## config.mk

```make
export PLATFORM = sky130hd
export DESIGN_NAME = udp_packet_parser
export DESIGN_NICKNAME = d
export VERILOG_FILES = /design/src/rtl/udp_packet_parser.sv
export SDC_FILE = /design/constraint.sdc
export NUM_CORES = 1
export LEC_CHECK = 0
export ABC_AREA = 1
export CORE_ASPECT_RATIO = 1.5
export CORE_MARGIN = 2
export CORE_UTILIZATION = 55
export CTS_CLUSTER_SIZE = 25
export DETAILED_ROUTE_END_ITERATION = 10
export MAX_ROUTING_LAYER = met4
export PLACE_DENSITY = 0.88
export SLEW_MARGIN = 20
export SYNTH_ARGS = -nofsm -noshare
export SYNTH_HDL_FRONTEND = slang
export SYNTH_SLANG_ARGS = --single-unit
```

## constraint.sdc

```tcl
create_clock -name clk -period 6.3 [get_ports clk]
set_clock_uncertainty 0.1 [all_clocks]
set_input_delay 1.26 -clock clk [delete_from_list [all_inputs] [get_ports clk]]
set_output_delay 1.26 -clock clk [all_outputs]
set_load 0.02 [all_outputs]
```

## src/rtl/udp_packet_parser.sv

```systemverilog
// udp_packet_parser
//   Receive-side UDP parser for the gigabit Ethernet MAC wrapper. Takes the
//   byte stream from the MAC RX FIFO (FCS already stripped) and parses the
//   Ethernet II / IPv4 (no options) / UDP headers. The UDP payload is
//   forwarded only when the frame is addressed to the local MAC/IP/port.
//   For accepted packets the sender's addresses are captured. Accept and
//   drop counters are kept for software.
//
// Ports
//   clk, resetn            clock, asynchronous active-low reset
//   slave_*                frame byte stream in (valid/ready/last)
//   rx_streaming_*         UDP payload byte stream out (valid/ready/last)
//   localMac/Ip/Port       local addressing; broadcast MAC is also accepted
//   rxSrcMac/Ip/Port       sender of the last accepted packet
//   pktGoodCount           accepted packets (wraps)
//   pktDropCount           rejected, runt and header-truncated frames (wraps)
//   pktTruncated           one-cycle pulse when a frame ends before its UDP
//                          length is satisfied
//
// Handshake: a byte moves on a port in any cycle where valid && ready are
// both high at the rising clock edge. valid never depends on ready. In
// PAYLOAD the input and output are wired straight through, so
// slave_ready == rx_streaming_ready and rx_streaming_valid == slave_valid.
module udp_packet_parser #(
    parameter int HDR_BYTES = 42,
    parameter int CNT_WIDTH = 16
) (
    input  logic                 clk,
    input  logic                 resetn,
    input  logic [7:0]           slave_data,
    input  logic                 slave_valid,
    input  logic                 slave_last,
    output logic                 slave_ready,
    output logic [7:0]           rx_streaming_data,
    output logic                 rx_streaming_valid,
    output logic                 rx_streaming_last,
    input  logic                 rx_streaming_ready,
    input  logic [47:0]          localMac,
    input  logic [31:0]          localIp,
    input  logic [15:0]          localPort,
    output logic [47:0]          rxSrcMac,
    output logic [31:0]          rxSrcIp,
    output logic [15:0]          rxSrcPort,
    output logic [CNT_WIDTH-1:0] pktGoodCount,
    output logic [CNT_WIDTH-1:0] pktDropCount,
    output logic                 pktTruncated
);

    localparam logic [1:0] ST_HEADER  = 2'd0;
    localparam logic [1:0] ST_PAYLOAD = 2'd1;
    localparam logic [1:0] ST_DROP    = 2'd2;

    localparam logic [5:0]           LAST_HDR_IDX = 6'(HDR_BYTES - 1);
    localparam logic [CNT_WIDTH-1:0] CNT_ONE      = {{(CNT_WIDTH-1){1'b0}}, 1'b1};

    logic [1:0]           state_q, state_d;
    logic [5:0]           idx_q, idx_d;
    // Destination MAC is tracked with two flags because a frame may match
    // either the local MAC or broadcast, but not a byte-wise mix of the two.
    logic                 mac_eq_q, mac_eq_d;
    logic                 bcast_q, bcast_d;
    logic                 match_q, match_d;
    logic [47:0]          src_mac_sh_q, src_mac_sh_d;
    logic [31:0]          src_ip_sh_q, src_ip_sh_d;
    logic [15:0]          src_port_sh_q, src_port_sh_d;
    logic [15:0]          udp_len_q, udp_len_d;
    logic [15:0]          remaining_q, remaining_d;
    logic [47:0]          rx_src_mac_q, rx_src_mac_d;
    logic [31:0]          rx_src_ip_q, rx_src_ip_d;
    logic [15:0]          rx_src_port_q, rx_src_port_d;
    logic [CNT_WIDTH-1:0] good_cnt_q, good_cnt_d;
    logic [CNT_WIDTH-1:0] drop_cnt_q, drop_cnt_d;
    logic                 trunc_q, trunc_d;

    // Expected byte for the header position currently being received.
    logic [7:0] mac_byte;
    logic [7:0] exp_byte;
    logic       chk_en;
    logic       accept;

    always_comb begin
        mac_byte = 8'h00;
        exp_byte = 8'h00;
        chk_en   = 1'b0;
        case (idx_q)
            6'd0:  mac_byte = localMac[47:40];
            6'd1:  mac_byte = localMac[39:32];
            6'd2:  mac_byte = localMac[31:24];
            6'd3:  mac_byte = localMac[23:16];
            6'd4:  mac_byte = localMac[15:8];
            6'd5:  mac_byte = localMac[7:0];
            6'd12: begin chk_en = 1'b1; exp_byte = 8'h08;            end
            6'd13: begin chk_en = 1'b1; exp_byte = 8'h00;            end
            6'd14: begin chk_en = 1'b1; exp_byte = 8'h45;            end
            6'd23: begin chk_en = 1'b1; exp_byte = 8'h11;            end
            6'd30: begin chk_en = 1'b1; exp_byte = localIp[31:24];   end
            6'd31: begin chk_en = 1'b1; exp_byte = localIp[23:16];   end
            6'd32: begin chk_en = 1'b1; exp_byte = localIp[15:8];    end
            6'd33: begin chk_en = 1'b1; exp_byte = localIp[7:0];     end
            6'd36: begin chk_en = 1'b1; exp_byte = localPort[15:8];  end
            6'd37: begin chk_en = 1'b1; exp_byte = localPort[7:0];   end
            default: ;
        endcase
    end

    // All checked fields end by byte 37 and the UDP length by byte 39, so
    // the registered flags are final when byte 41 arrives.
    assign accept = (mac_eq_q || bcast_q) && match_q && (udp_len_q > 16'd8);

    always_comb begin
        state_d       = state_q;
        idx_d         = idx_q;
        mac_eq_d      = mac_eq_q;
        bcast_d       = bcast_q;
        match_d       = match_q;
        src_mac_sh_d  = src_mac_sh_q;
        src_ip_sh_d   = src_ip_sh_q;
        src_port_sh_d = src_port_sh_q;
        udp_len_d     = udp_len_q;
        remaining_d   = remaining_q;
        rx_src_mac_d  = rx_src_mac_q;
        rx_src_ip_d   = rx_src_ip_q;
        rx_src_port_d = rx_src_port_q;
        good_cnt_d    = good_cnt_q;
        drop_cnt_d    = drop_cnt_q;
        trunc_d       = 1'b0;

        case (state_q)
            ST_HEADER: begin
                if (slave_valid) begin
                    if (idx_q <= 6'd5) begin
                        if (slave_data != mac_byte) mac_eq_d = 1'b0;
                        if (slave_data != 8'hff)    bcast_d  = 1'b0;
                    end
                    if (chk_en && (slave_data != exp_byte)) match_d = 1'b0;

                    // Fields arrive big-endian on consecutive indices, so a
                    // left shift assembles each one in place.
                    if (idx_q >= 6'd6 && idx_q <= 6'd11)
                        src_mac_sh_d = {src_mac_sh_q[39:0], slave_data};
                    if (idx_q >= 6'd26 && idx_q <= 6'd29)
                        src_ip_sh_d = {src_ip_sh_q[23:0], slave_data};
                    if (idx_q >= 6'd34 && idx_q <= 6'd35)
                        src_port_sh_d = {src_port_sh_q[7:0], slave_data};
                    if (idx_q >= 6'd38 && idx_q <= 6'd39)
                        udp_len_d = {udp_len_q[7:0], slave_data};

                    if (idx_q == LAST_HDR_IDX) begin
                        idx_d    = 6'd0;
                        mac_eq_d = 1'b1;
                        bcast_d  = 1'b1;
                        match_d  = 1'b1;
                        if (accept) begin
                            rx_src_mac_d  = src_mac_sh_q;
                            rx_src_ip_d   = src_ip_sh_q;
                            rx_src_port_d = src_port_sh_q;
                            good_cnt_d    = good_cnt_q + CNT_ONE;
                            remaining_d   = udp_len_q - 16'd8;
                            if (slave_last) begin
                                // Header complete but no payload at all.
                                trunc_d    = 1'b1;
                                drop_cnt_d = drop_cnt_q + CNT_ONE;
                                state_d    = ST_HEADER;
                            end else begin
                                state_d = ST_PAYLOAD;
                            end
                        end else begin
                            drop_cnt_d = drop_cnt_q + CNT_ONE;
                            state_d    = slave_last ? ST_HEADER : ST_DROP;
                        end
                    end else if (slave_last) begin
                        // Runt: frame ended inside the header.
                        drop_cnt_d = drop_cnt_q + CNT_ONE;
                        idx_d      = 6'd0;
                        mac_eq_d   = 1'b1;
                        bcast_d    = 1'b1;
                        match_d    = 1'b1;
                    end else begin
                        idx_d = idx_q + 6'd1;
                    end
                end
            end

            ST_PAYLOAD: begin
                if (slave_valid && rx_streaming_ready) begin
                    remaining_d = remaining_q - 16'd1;
                    if (slave_last) begin
                        if (remaining_q > 16'd1) trunc_d = 1'b1;
                        state_d = ST_HEADER;
                    end else if (remaining_q == 16'd1) begin
                        // UDP payload done; the rest is Ethernet padding.
                        state_d = ST_DROP;
                    end
                end
            end

            ST_DROP: begin
                if (slave_valid && slave_last) state_d = ST_HEADER;
            end

            default: state_d = ST_HEADER;
        endcase
    end

    always_ff @(posedge clk or negedge resetn) begin
        if (!resetn) begin
            state_q       <= ST_HEADER;
            idx_q         <= 6'd0;
            mac_eq_q      <= 1'b1;
            bcast_q       <= 1'b1;
            match_q       <= 1'b1;
            src_mac_sh_q  <= 48'd0;
            src_ip_sh_q   <= 32'd0;
            src_port_sh_q <= 16'd0;
            udp_len_q     <= 16'd0;
            remaining_q   <= 16'd0;
            rx_src_mac_q  <= 48'd0;
            rx_src_ip_q   <= 32'd0;
            rx_src_port_q <= 16'd0;
            good_cnt_q    <= '0;
            drop_cnt_q    <= '0;
            trunc_q       <= 1'b0;
        end else begin
            state_q       <= state_d;
            idx_q         <= idx_d;
            mac_eq_q      <= mac_eq_d;
            bcast_q       <= bcast_d;
            match_q       <= match_d;
            src_mac_sh_q  <= src_mac_sh_d;
            src_ip_sh_q   <= src_ip_sh_d;
            src_port_sh_q <= src_port_sh_d;
            udp_len_q     <= udp_len_d;
            remaining_q   <= remaining_d;
            rx_src_mac_q  <= rx_src_mac_d;
            rx_src_ip_q   <= rx_src_ip_d;
            rx_src_port_q <= rx_src_port_d;
            good_cnt_q    <= good_cnt_d;
            drop_cnt_q    <= drop_cnt_d;
            trunc_q       <= trunc_d;
        end
    end

    assign slave_ready        = (state_q == ST_PAYLOAD) ? rx_streaming_ready : 1'b1;
    assign rx_streaming_data  = slave_data;
    assign rx_streaming_valid = (state_q == ST_PAYLOAD) && slave_valid;
    assign rx_streaming_last  = (state_q == ST_PAYLOAD) &&
                                ((remaining_q == 16'd1) || slave_last);

    assign rxSrcMac     = rx_src_mac_q;
    assign rxSrcIp      = rx_src_ip_q;
    assign rxSrcPort    = rx_src_port_q;
    assign pktGoodCount = good_cnt_q;
    assign pktDropCount = drop_cnt_q;
    assign pktTruncated = trunc_q;

endmodule

```

# Word-level counts from Yosys, hierarchy flattened
# Cells that the tools add are included.
[op_classes]
n_div = 0
add_sub_neg = 5
bitwise_logic = 0
n_shift = 0
magnitude_cmp = 11
eq_ne = 28
n_reduce_logical = 32
muxes = 43
multipliers = 0
[op_table]
columns = ["op", "count"]
rows = [
  ["2-to-1 mux 16 bit", 7],
  ["case mux 8 bit (9 select lines)", 1],
  ["case mux 8 bit (6 select lines)", 1],
  ["adder 16 x 1 -> 16 bit, second input constant", 2],
  ["case mux 16 bit (2 select lines)", 1],
  ["equality test 6 bit, second input constant", 5],
  ["2-to-1 mux 1 bit", 21],
  ["equality test 6 x 4 -> 1 bit, second input constant", 3],
  ["equality test 6 x 5 -> 1 bit, second input constant", 3],
  ["equality test 16 x 1 -> 1 bit, second input constant", 1],
  ["> comparator 16 x 1 -> 1 bit, second input constant", 1],
  ["> comparator 16 x 4 -> 1 bit, second input constant", 1],
  ["2-to-1 mux 2 bit", 8],
  ["inequality test 8 bit", 2],
  ["subtractor 16 x 1 -> 16 bit, second input constant", 1],
  ["subtractor 16 x 4 -> 16 bit, second input constant", 1],
  ["AND reduction 3 bit", 5],
  ["equality test 6 x 2 -> 1 bit, second input constant", 2],
  ["equality test 6 x 3 -> 1 bit, second input constant", 2],
  [">= comparator 6 bit, second input constant", 2],
  ["less-or-equal comparator 6 bit, second input constant", 2],
  ["2-to-1 mux 6 bit", 2],
  ["AND reduction 4 bit", 3],
  ["nonzero test 3 bit", 4],
  ["22 further kinds", 38],
]
[totals]
register_bits = 268
ram_bits = 0
mem_bits_ro = 0
memories = 0
latch_bits = 0

# Depth between registers and ports, before layout
# Gate-level depths: netlist of the first run.
[depth]
word_depth = 7
depth_mapped = 17

# Least setup slack after synthesis of the first run
# OpenSTA, ideal clock, no wires.
[synth_path]
path_kind = "input port to output port"
from = "in slave_last"
to = "out rx_streaming_last"
n_path_buf = 0
slack_ps = 3099
t_arrival_ps = 1841
cell_stages = 2
t_required_ps = 4940
path_cell_list = "clkinv_1 a21oi_1"
[synth_via]
elab_chain_len = 2
[synth_rtl]
columns = ["item", "line", "text"]
rows = [
  ["start, declared", "32", "input logic slave_last,"],
  ["logical OR 1 bit", "247", "((remaining_q == 16'd1) || slave_last);"],
  ["logical AND 1 bit", "246", "assign rx_streaming_last = (state_q == ST_PAYLOAD) &&"],
  ["end, declared", "36", "output logic rx_streaming_last,"],
]
# No other way between the ends.

# Final worst setup path of the first run
# Same ends and word-level chain as after synthesis.

==> results of run 1 <==
[cell usage after synthesis (all sizes together), types with 2 or more instances]
master,number
nand2,493
dfrtp,265
o21ai,236
inv,185
nor2,102
nand3,60
nand4,50
buf,44
clkbuf,28
nor3,27
xor2,26
a21oi,18
ha,10
xnor2,10
a31oi,5
o211ai,5
nor4,4
or2,4
dfstp,3
nor3b,3
o221ai,3
and3,2
[sequential cells by signal, summed over array words and instances (netlist names), 16 cells and up]
signal         count
pktDropCount      16
pktGoodCount      16
remaining_q       16
rxSrcIp           32
rxSrcMac          48
rxSrcPort         16
src_ip_sh_q       32
src_mac_sh_q      48
src_port_sh_q     16
udp_len_q         16
[placed cells by master (no fill, tap or decap), types with 4 or more instances in the layout]
cell | Yosys | routed
a21oi_1 | 18 | 18
a31oi_1 | 5 | 5
buf_4 | 10 | 6
clkbuf_16 | 0 | 26
clkbuf_8 | 0 | 5
clkdlybuf4s50_1 | 0 | 247
clkinv_2 | 0 | 6
dfrtp_1 | 265 | 265
ha_1 | 10 | 10
inv_1 | 174 | 174
inv_2 | 11 | 10
nand2_1 | 489 | 489
nand2_2 | 4 | 4
nand3_1 | 59 | 59
nand4_1 | 50 | 50
nor2_1 | 91 | 91
nor2_2 | 8 | 8
nor3_1 | 26 | 26
nor4_1 | 4 | 4
o211ai_1 | 5 | 5
o21ai_0 | 163 | 163
o21ai_1 | 73 | 73
or2_2 | 4 | 4
xnor2_1 | 10 | 10
xor2_1 | 26 | 26
[worst max path at each step]
stage / startpoint / end / slack [ns] / depth (start not counted)
finish: slave_last / rx_streaming_last / 2.00 / 4
global route: slave_last / rx_streaming_last / 1.90 / 4
CTS: slave_last / rx_streaming_last / 2.02 / 4
detailed placement: slave_last / rx_streaming_last / 2.04 / 4
global placement: slave_last / rx_streaming_last / 2.07 / 4
floorplan: slave_last / rx_streaming_last / 3.10 / 2
[power by group through the flow]
stage / clock network [W] / logic (W) / registers (W)
final: 0.00159 / 0.000520 / 0.00188
after global routing: 0.00169 / 0.000578 / 0.00189
after CTS: 0.00162 / 0.000522 / 0.00188
after detailed placement: 0 / 0.000516 / 0.00191
after global placement: 0 / 0.000503 / 0.00191
after floorplan: 0 / 0.000252 / 0.00193
[layout make-up]
cell class	count	area, um2	share of cell area [%]
Clock inverter	14	154	0.946
Inverter	186	703	4.32
Clock buffer	34	731	4.49
Sequential cell	268	6710	41.3
Antenna cell	1	2.50	0.0154
Timing Repair Buffer	255	2550	15.7
Tap cell	280	350	2.15
Multi-Input combinational cell	1069	5060	31.1
[worst max-delay path, cell delays in order]
cell	delay, ns
clkdlybuf4s50_1	0.55
clkinv_1	0.28
a21oi_1	0.22
clkdlybuf4s50_1	0.63
[cell families (layout without fill, tap and decap cells)]
| kind of cell | Yosys count | in the layout | synth area share (%) |
|---|---|---|---|
| DFF | 268 | 268 | 52.4 |
| other | 0 | 1 | 0 |
| AOI/OAI and AO/OA | 275 | 275 | 11.2 |
| xor gates and xnor gates | 36 | 36 | 2.46 |
| and+or+nand+nor | 747 | 747 | 24.7 |
| muxes | 1 | 1 | 0.0879 |
| adders and majority gates | 10 | 10 | 0.977 |
| buffers and inverters | 258 | 489 | 8.22 |
[through the flow]
stage | cell area [um2] | utilization [%] | hold slack (ns)
2_1_floorplan | 12800 | - | 0.342
3_3_place_gp | 15400 | 66.9 | 0.349
3_5_place_dp | 15400 | 66.9 | 0.351
4_1_cts | 16300 | 70.8 | 0.363
5_1_grt | 16300 | 70.8 | 0.385
6_report | 16300 | 70.8 | 0.361
[layer usage]
metal	share of wire [%]	vias up	GRT usage [%]	wire length, um
met3	5.4	89	3.48	1900
met4	4.2	0	12.2	1470
li1	-	5523	-	-
met2	52	404	49.8	18100
met5	0	-	-	0
met1	39	5422	35.4	13600
==> impl_metrics.toml, run 1 <==
[status]
status = "finished clean"

[clocking]
cts_tree = "built"
clk_path_buf_depth = 3
cts-resized-gates = 0
cts.sink_count = 268
clkSlewWorstSetupHoldPaths_ns = 0.06
post_cts_hold_buffer_count = 0
postCtsSetupRepairBufs = 0
number_of_buffers_added_by_the_clock_tree_synthesis_step = 26
htree_levels = 1
clock-root-buffer = "clkbuf_16"
worst_skew_pair.late_latency_ns = 0.54

[grt]
grt_util_all_layers_pct = 29.3
grt_max_degree = 151
grt_pass1_wl_um = 56100
antenna_violations_before_repair = 1
grt_overflow = 0
via_count_of_the_first_global_routing_pass = 11200

[timing]
post-route-worst-setup-slack_ns = 2.00
maxSlewHeadroom_pct = 30.9
maxSlewViolCount = 0
tightestPinTransition_ns = 1.03
rsz0062_at_grt = "false"
report.final.setup_viol = 0
timing_hold_violations_final = 0
final.setup.tns_ns = 0
max_clock_freq_ghz = 0.233
timing.final.crit_period_ns = 4.30
post-route-period-util_pct = 68.3

[hold_path]
whs_path_depth = 2
whs_endpoint = "match_q"
type_of_the_most_critical_hold_path = "flip-flop to flip-flop"
timing.hold.worst.start = "match_q"

[placement]
preCtsSetupSlack_ns = 2.04
dp.cells = 2058
io_buffers = 248
place.gp.congestion = 0.940
detailedPlacementHpwl_um = 25100

[critical_path]
r2r-end = "rxSrcMac[4]"
arrival_worst_endpoint_ns = 2.94
ff2ff_setup_slack_ns = 2.88
kind_of_end_point_of_the_critical_path = "output port"
required_ns = 4.94
critPathLaunchType = "input port"
worst-path-max-fanout = 10
setup.worst_path.class = "input port to output port"
launching_point_of_the_worst_reg2reg_path = "idx_q[1]"
rr_worst_depth = 11

[synthesis]
synth_largest_area_cell = "dfrtp_1"
synth_top_cells_by_area = "dfrtp_1, nand2_1, o21ai_0"
mappedNetlistNets = 1714
post-synth-top-area-fraction_pct = 51.8
synth-edff-count = 0
ys_dominant_reg_cell = "dfrtp_1"
mean_area_per_synthesized_cell_um2 = 8.03
ys_ff_latch = 268
ys_seq_area_share_pct = 52.4
syn-instance-count = 1595
ys_warn_count = 0
synth_cell_types = 44
synth_async_sr_flop_share_pct = 100
synthesis.area_um2 = 12800

[floorplan]
overall_die_height_um = 191
boundaryPins = 249
floorplan.initialDensity_pct = 55.7
core_um2 = 23000
core.rowCount = 68
die_area_um2 = 24500
floorplan.die.width_um = 129

[power_and_ir_drop]
power_density_normalized_to_cell_area_nw_per_um2 = 246
power.leakage_nw = 7.53
power.internal_w = 0.00293
power_frac_clock_pct = 39.8
power_w = 0.00400
switching_share_pct = 26.6
irDropWorstVdd_mv = 0.216
comb_pwr_share_pct = 13.0
sequentialPowerShare_pct = 47.2
net-switching-power_w = 0.00106

[routing]
route.detailed.drc = 0
vias_per_cell = 5.43
antenna_violating_nets_left = 0
detailed_router_iteration_count_before_antenna_repair = 6
routed_wire_length_per_instance_um = 16.6
dr.first_iter.drc_count = 959
postRouteWirelength_um = 35100
num_vias = 11400

[flow_run]
max_capacitance_violation_count = 0

[finish]
fillers = 1737
final_net_count = 1925
syn2layout_area_growth_pct = 27.0
layout-drive-gt1-share_pct = 4.98
fin_cells = 2107
(Power assumes the default switching activity.)
==> run 2, diff against run 1 <==
--- a/config.mk
+++ b/config.mk
@@ -8,11 +8,11 @@
 export ABC_AREA = 1
 export CORE_ASPECT_RATIO = 1.5
 export CORE_MARGIN = 2
-export CORE_UTILIZATION = 55
+export CORE_UTILIZATION = 47
 export CTS_CLUSTER_SIZE = 25
 export DETAILED_ROUTE_END_ITERATION = 10
 export MAX_ROUTING_LAYER = met4
-export PLACE_DENSITY = 0.88
+export PLACE_DENSITY = 0.8
 export SLEW_MARGIN = 20
 export SYNTH_ARGS = -nofsm -noshare
 export SYNTH_HDL_FRONTEND = slang
==> constraint.sdc (replaced) <==
create_clock -name clk -period 3.9 [get_ports clk]
set_clock_uncertainty 0.1 [all_clocks]
set_input_delay 0.78 -clock clk [delete_from_list [all_inputs] [get_ports clk]]
set_output_delay 0.78 -clock clk [all_outputs]
set_load 0.02 [all_outputs]
==> impl_metrics.toml, run 2 (synthesized netlist as in run 1, its figures left out) <==
[power_and_ir_drop]
power.internal_w = 0.00476
power_w = 0.00646
net-switching-power_w = 0.00170
power_density_normalized_to_cell_area_nw_per_um2 = 393
sequentialPowerShare_pct = 47.1
power.leakage_nw = 7.57
irDropWorstVdd_mv = 0.465
comb_pwr_share_pct = 13.0
power_frac_clock_pct = 39.9
switching_share_pct = 26.3

[clocking]
htree_levels = 1
clk_path_buf_depth = 3
clock-root-buffer = "clkbuf_16"
cts-resized-gates = 0
number_of_buffers_added_by_the_clock_tree_synthesis_step = 26
postCtsSetupRepairBufs = 0
clkSlewWorstSetupHoldPaths_ns = 0.06
post_cts_hold_buffer_count = 0
cts.sink_count = 268
cts_tree = "built"
worst_skew_pair.late_latency_ns = 0.53

[grt]
grt_max_degree = 120
grt_util_all_layers_pct = 24.5
via_count_of_the_first_global_routing_pass = 11100
grt_overflow = 0
antenna_violations_before_repair = 2
grt_pass1_wl_um = 56000

[floorplan]
core.rowCount = 74
boundaryPins = 249
floorplan.die.width_um = 139
overall_die_height_um = 206
core_um2 = 27000
die_area_um2 = 28600
floorplan.initialDensity_pct = 47.4

[finish]
fin_cells = 2182
final_net_count = 1936
layout-drive-gt1-share_pct = 5.55
fillers = 2352
most_frequent_standard_cell_in_the_layout_excluding_fill_and_tap_cells = "nand2_1"
syn2layout_area_growth_pct = 28.4
layout_common_cells = "nand2_1, dfrtp_1, clkdlybuf4s50_1"

[timing]
post-route-worst-setup-slack_ns = 0.505
report.final.setup_viol = 0
tightestPinTransition_ns = 0.970
timing.final.crit_period_ns = 3.40
post-route-period-util_pct = 87.1
final.setup.tns_ns = 0
maxSlewViolCount = 0
maxSlewHeadroom_pct = 35.1
timing_hold_violations_final = 0
rsz0062_at_grt = "false"
max_clock_freq_ghz = 0.295

[placement]
detailedPlacementHpwl_um = 25400
dp.cells = 2131
place.gp.congestion = 0.955
io_buffers = 248
preCtsSetupSlack_ns = 0.793

[critical_path]
setup.worst_path.class = "flip-flop to output port"
rr_worst_depth = 10
ff2ff_setup_slack_ns = 0.72
worst-path-max-fanout = 4
required_ns = 3.02
arrival_worst_endpoint_ns = 2.52
kind_of_end_point_of_the_critical_path = "output port"
critPathLaunchType = "flip-flop"

[flow_run]
max_capacitance_violation_count = 0

[routing]
vias_per_cell = 5.22
detailed_router_iteration_count_before_antenna_repair = 6
dr.first_iter.drc_count = 815
route.detailed.drc = 0
num_vias = 11400
routed_wire_length_per_instance_um = 16.0
antenna_violating_nets_left = 0
postRouteWirelength_um = 34800

[hold_path]
type_of_the_most_critical_hold_path = "input port to asynchronous set/reset pin"

[status]
status = "finished clean"
run 2: layout make-up:
class | instances | area, um2 | share of cell area, %
Multi-Input combinational cell | 1069 | 5060 | 30.8
Timing Repair Buffer | 266 | 2640 | 16.0
Clock buffer | 35 | 744 | 4.53
Tap cell | 342 | 428 | 2.60
Clock inverter | 13 | 153 | 0.929
Antenna cell | 3 | 7.51 | 0.0457
Sequential cell | 268 | 6710 | 40.8
Inverter | 186 | 703 | 4.28
run 2: worst paths after layout:
check | endpoint | startpoint
max reg2reg | remaining_q[10] | idx_q[1]
max | rx_streaming_last | remaining_q[5]
max in group asynchronous | pktDropCount[0] | resetn
min in group clk | mac_eq_q | mac_eq_q
min | rxSrcMac[41] | resetn
min reg2reg | mac_eq_q | mac_eq_q
run 2: worst max-delay path, cell delays in order, from the launching register on:
cell             delay (ns)
dfrtp_1                0.38
inv_1                  0.11
nand2_1                0.07
nor3_1                 0.24
inv_1                  0.14
nor2_1                 0.11
nand3_1                0.15
a21oi_1                0.17
clkdlybuf4s50_1        0.63
run 2: power by group through the flow:
stage | sequential [W] | clock, W | combinational [W]
global route | 0.00306 | 0.00273 | 0.000945
floorplan | 0.00311 | 0 | 0.000407
detailed placement | 0.00309 | 0 | 0.000843
CTS | 0.00304 | 0.00263 | 0.000850
global placement | 0.00308 | 0 | 0.000825
finish | 0.00304 | 0.00258 | 0.000842
run 2: per-stage QoR:
stage | hold WS (ns) | area, um2 | utilization (%)
finish | 0.183 | 16400 | 60.8
CTS | 0.239 | 16400 | 60.8
floorplan | 0.342 | 12800 | -
global placement | 0.350 | 15500 | 57.5
global route | 0.237 | 16400 | 60.8
detailed placement | 0.358 | 15500 | 57.5
run 2: routing by layer:
metal | part of all wire, % | global-route usage (%) | vias up
met3 | 5.4 | 3.34 | 79
li1 | - | - | 5560
met2 | 51 | 42.4 | 355
met4 | 3.4 | 8.41 | 0
met1 | 40 | 29.8 | 5406
met5 | 0 | - | -
==> variant (flow settings as in run 2) <==
Take the reset off `src_mac_sh_q` and load it in a clocked block of its own.
--- a/src/rtl/udp_packet_parser.sv
+++ b/src/rtl/udp_packet_parser.sv
@@ -209,7 +209,6 @@
             mac_eq_q      <= 1'b1;
             bcast_q       <= 1'b1;
             match_q       <= 1'b1;
-            src_mac_sh_q  <= 48'd0;
             src_ip_sh_q   <= 32'd0;
             src_port_sh_q <= 16'd0;
             udp_len_q     <= 16'd0;
@@ -226,7 +225,6 @@
             mac_eq_q      <= mac_eq_d;
             bcast_q       <= bcast_d;
             match_q       <= match_d;
-            src_mac_sh_q  <= src_mac_sh_d;
             src_ip_sh_q   <= src_ip_sh_d;
             src_port_sh_q <= src_port_sh_d;
             udp_len_q     <= udp_len_d;
@@ -240,6 +238,10 @@
         end
     end
 
+    always_ff @(posedge clk) begin
+        src_mac_sh_q <= src_mac_sh_d;
+    end
+
     assign slave_ready        = (state_q == ST_PAYLOAD) ? rx_streaming_ready : 1'b1;
     assign rx_streaming_data  = slave_data;
     assign rx_streaming_valid = (state_q == ST_PAYLOAD) && slave_valid;
Behaviour: same outputs for any inputs over 4 cycles, from zero or initial values and one cycle with resetn low; that may be too few to reach the edited logic, so the function may still have changed.
==> variant against run 2 <==
Cell count fell by 4.7%. Area after synthesis fell by 0.97%. Cell area fell by 0.66%. Combinational power fell by 26%. Synthesized cell count fell by 6.1%. Hold slack got worse by 0.025 ns. Worst setup slack got worse by 0.015 ns. Sequential share of layout area rose by 1.7 points. Wire length rose by 2.4%. Sequential cell count did not move. Total power fell by 2.9%. First-iteration DRC count rose by 0.25%. Critical endpoint is now slave_ready.
==> variant: results (changes against run 2) <==
stage,metric,value,unit,change
outcome,outcome,completed,,
setup_path,slowest_delay,0.54,ns,-0.09 ns
placed_design,pre_cts_slack,0.847,ns,+0.0541 ns
grt,grt_pass1_wl,56400,µm,+0.73%
grt,use_met3,0.0278,,-0.00555
drt,vias,11000,,-3.9%
logic_synthesis,synth_nets,1616,,-5.7%
power_and_ir_drop,vdd_drop_max,0.403,mV,-13%
timing,hold_slack,0.158,ns,-0.0246 ns
logic_synthesis,synthXorXnorAreaFrac,0.0269,,+0.00231
logic_synthesis,async_flop_share,0.821,,-0.179
final_layout,num-fill-cells,2207,,-6.2%
logic_synthesis,synth_cell_type_count,49,,+11%
grt,antenna_found_initial,1,,-1
logic_synthesis,synth_edf_count,48,,+48
drt,wl_met2,18900,µm,+5.5%
placed_design,place_inst,2034,,-4.6%
grt,track_usage,0.253,,+0.00825
grt,grt_max_degree,131,,+9.2%
logic_synthesis,synth_fa_ha_area_frac,0.00987,,+0.0000955
setup_path,crit_fanout,20,,+16
power_and_ir_drop,power_frac_seq,0.475,,+0.004
setup_path,rrSetupSlack,0.97,ns,+0.25 ns
placed_design,place.gp.congestion,0.954,,about the same
drt,routedWlPerCell,17.1,µm,+7.4%
grt,grt_pass1_vias,10700,,-3.2%
logic_synthesis,synth_compound_area_frac,0.0773,,-0.0346
logic_synthesis,synth-seq-area-share,0.548,,+0.0241
power_and_ir_drop,leakagePower,0.00752,µW,-0.64%
timing,worst_pin_slew,0.735,ns,-0.235 ns
logic_synthesis,netlist_instances,1497,,-6.1%
placed_design,placed_area,15400,µm²,-0.80%
grt,met2_usage,0.454,,+0.0292
power_and_ir_drop,p_per_area,384,nW/µm²,-2.3%
==> variant: worst paths after layout <==
| kind | cells past startpoint | start | to |
|---|---|---|---|
| max | 7 | state_q[0]$_DFFE_PN0P_ | slave_ready |
| min | 1 | resetn | rxSrcIp[18]$_DFFE_PN0P_ |
| max reg2reg | 16 | idx_q[1]$_DFFE_PN0P_ | match_q$_DFFE_PN1P_ |
| min in group clk | 0 | src_mac_sh_q[25]$_DFFE_PP_ | src_mac_sh_q[33]$_DFFE_PP_ |
| min reg2reg | 0 | src_mac_sh_q[25]$_DFFE_PP_ | src_mac_sh_q[33]$_DFFE_PP_ |
| max in group asynchronous | 2 | resetn | bcast_q$_DFFE_PN1P_ |
==> variant: final cells by class <==
type | count | share of cell area
Tap cell | 337 | 0.0258
Inverter | 128 | 0.0294
Sequential cell | 268 | 0.426
Clock buffer | 35 | 0.0474
Clock inverter | 10 | 0.00873
Antenna cell | 1 | 0.000153
Timing Repair Buffer | 265 | 0.163
Multi-Input combinational cell | 1036 | 0.300
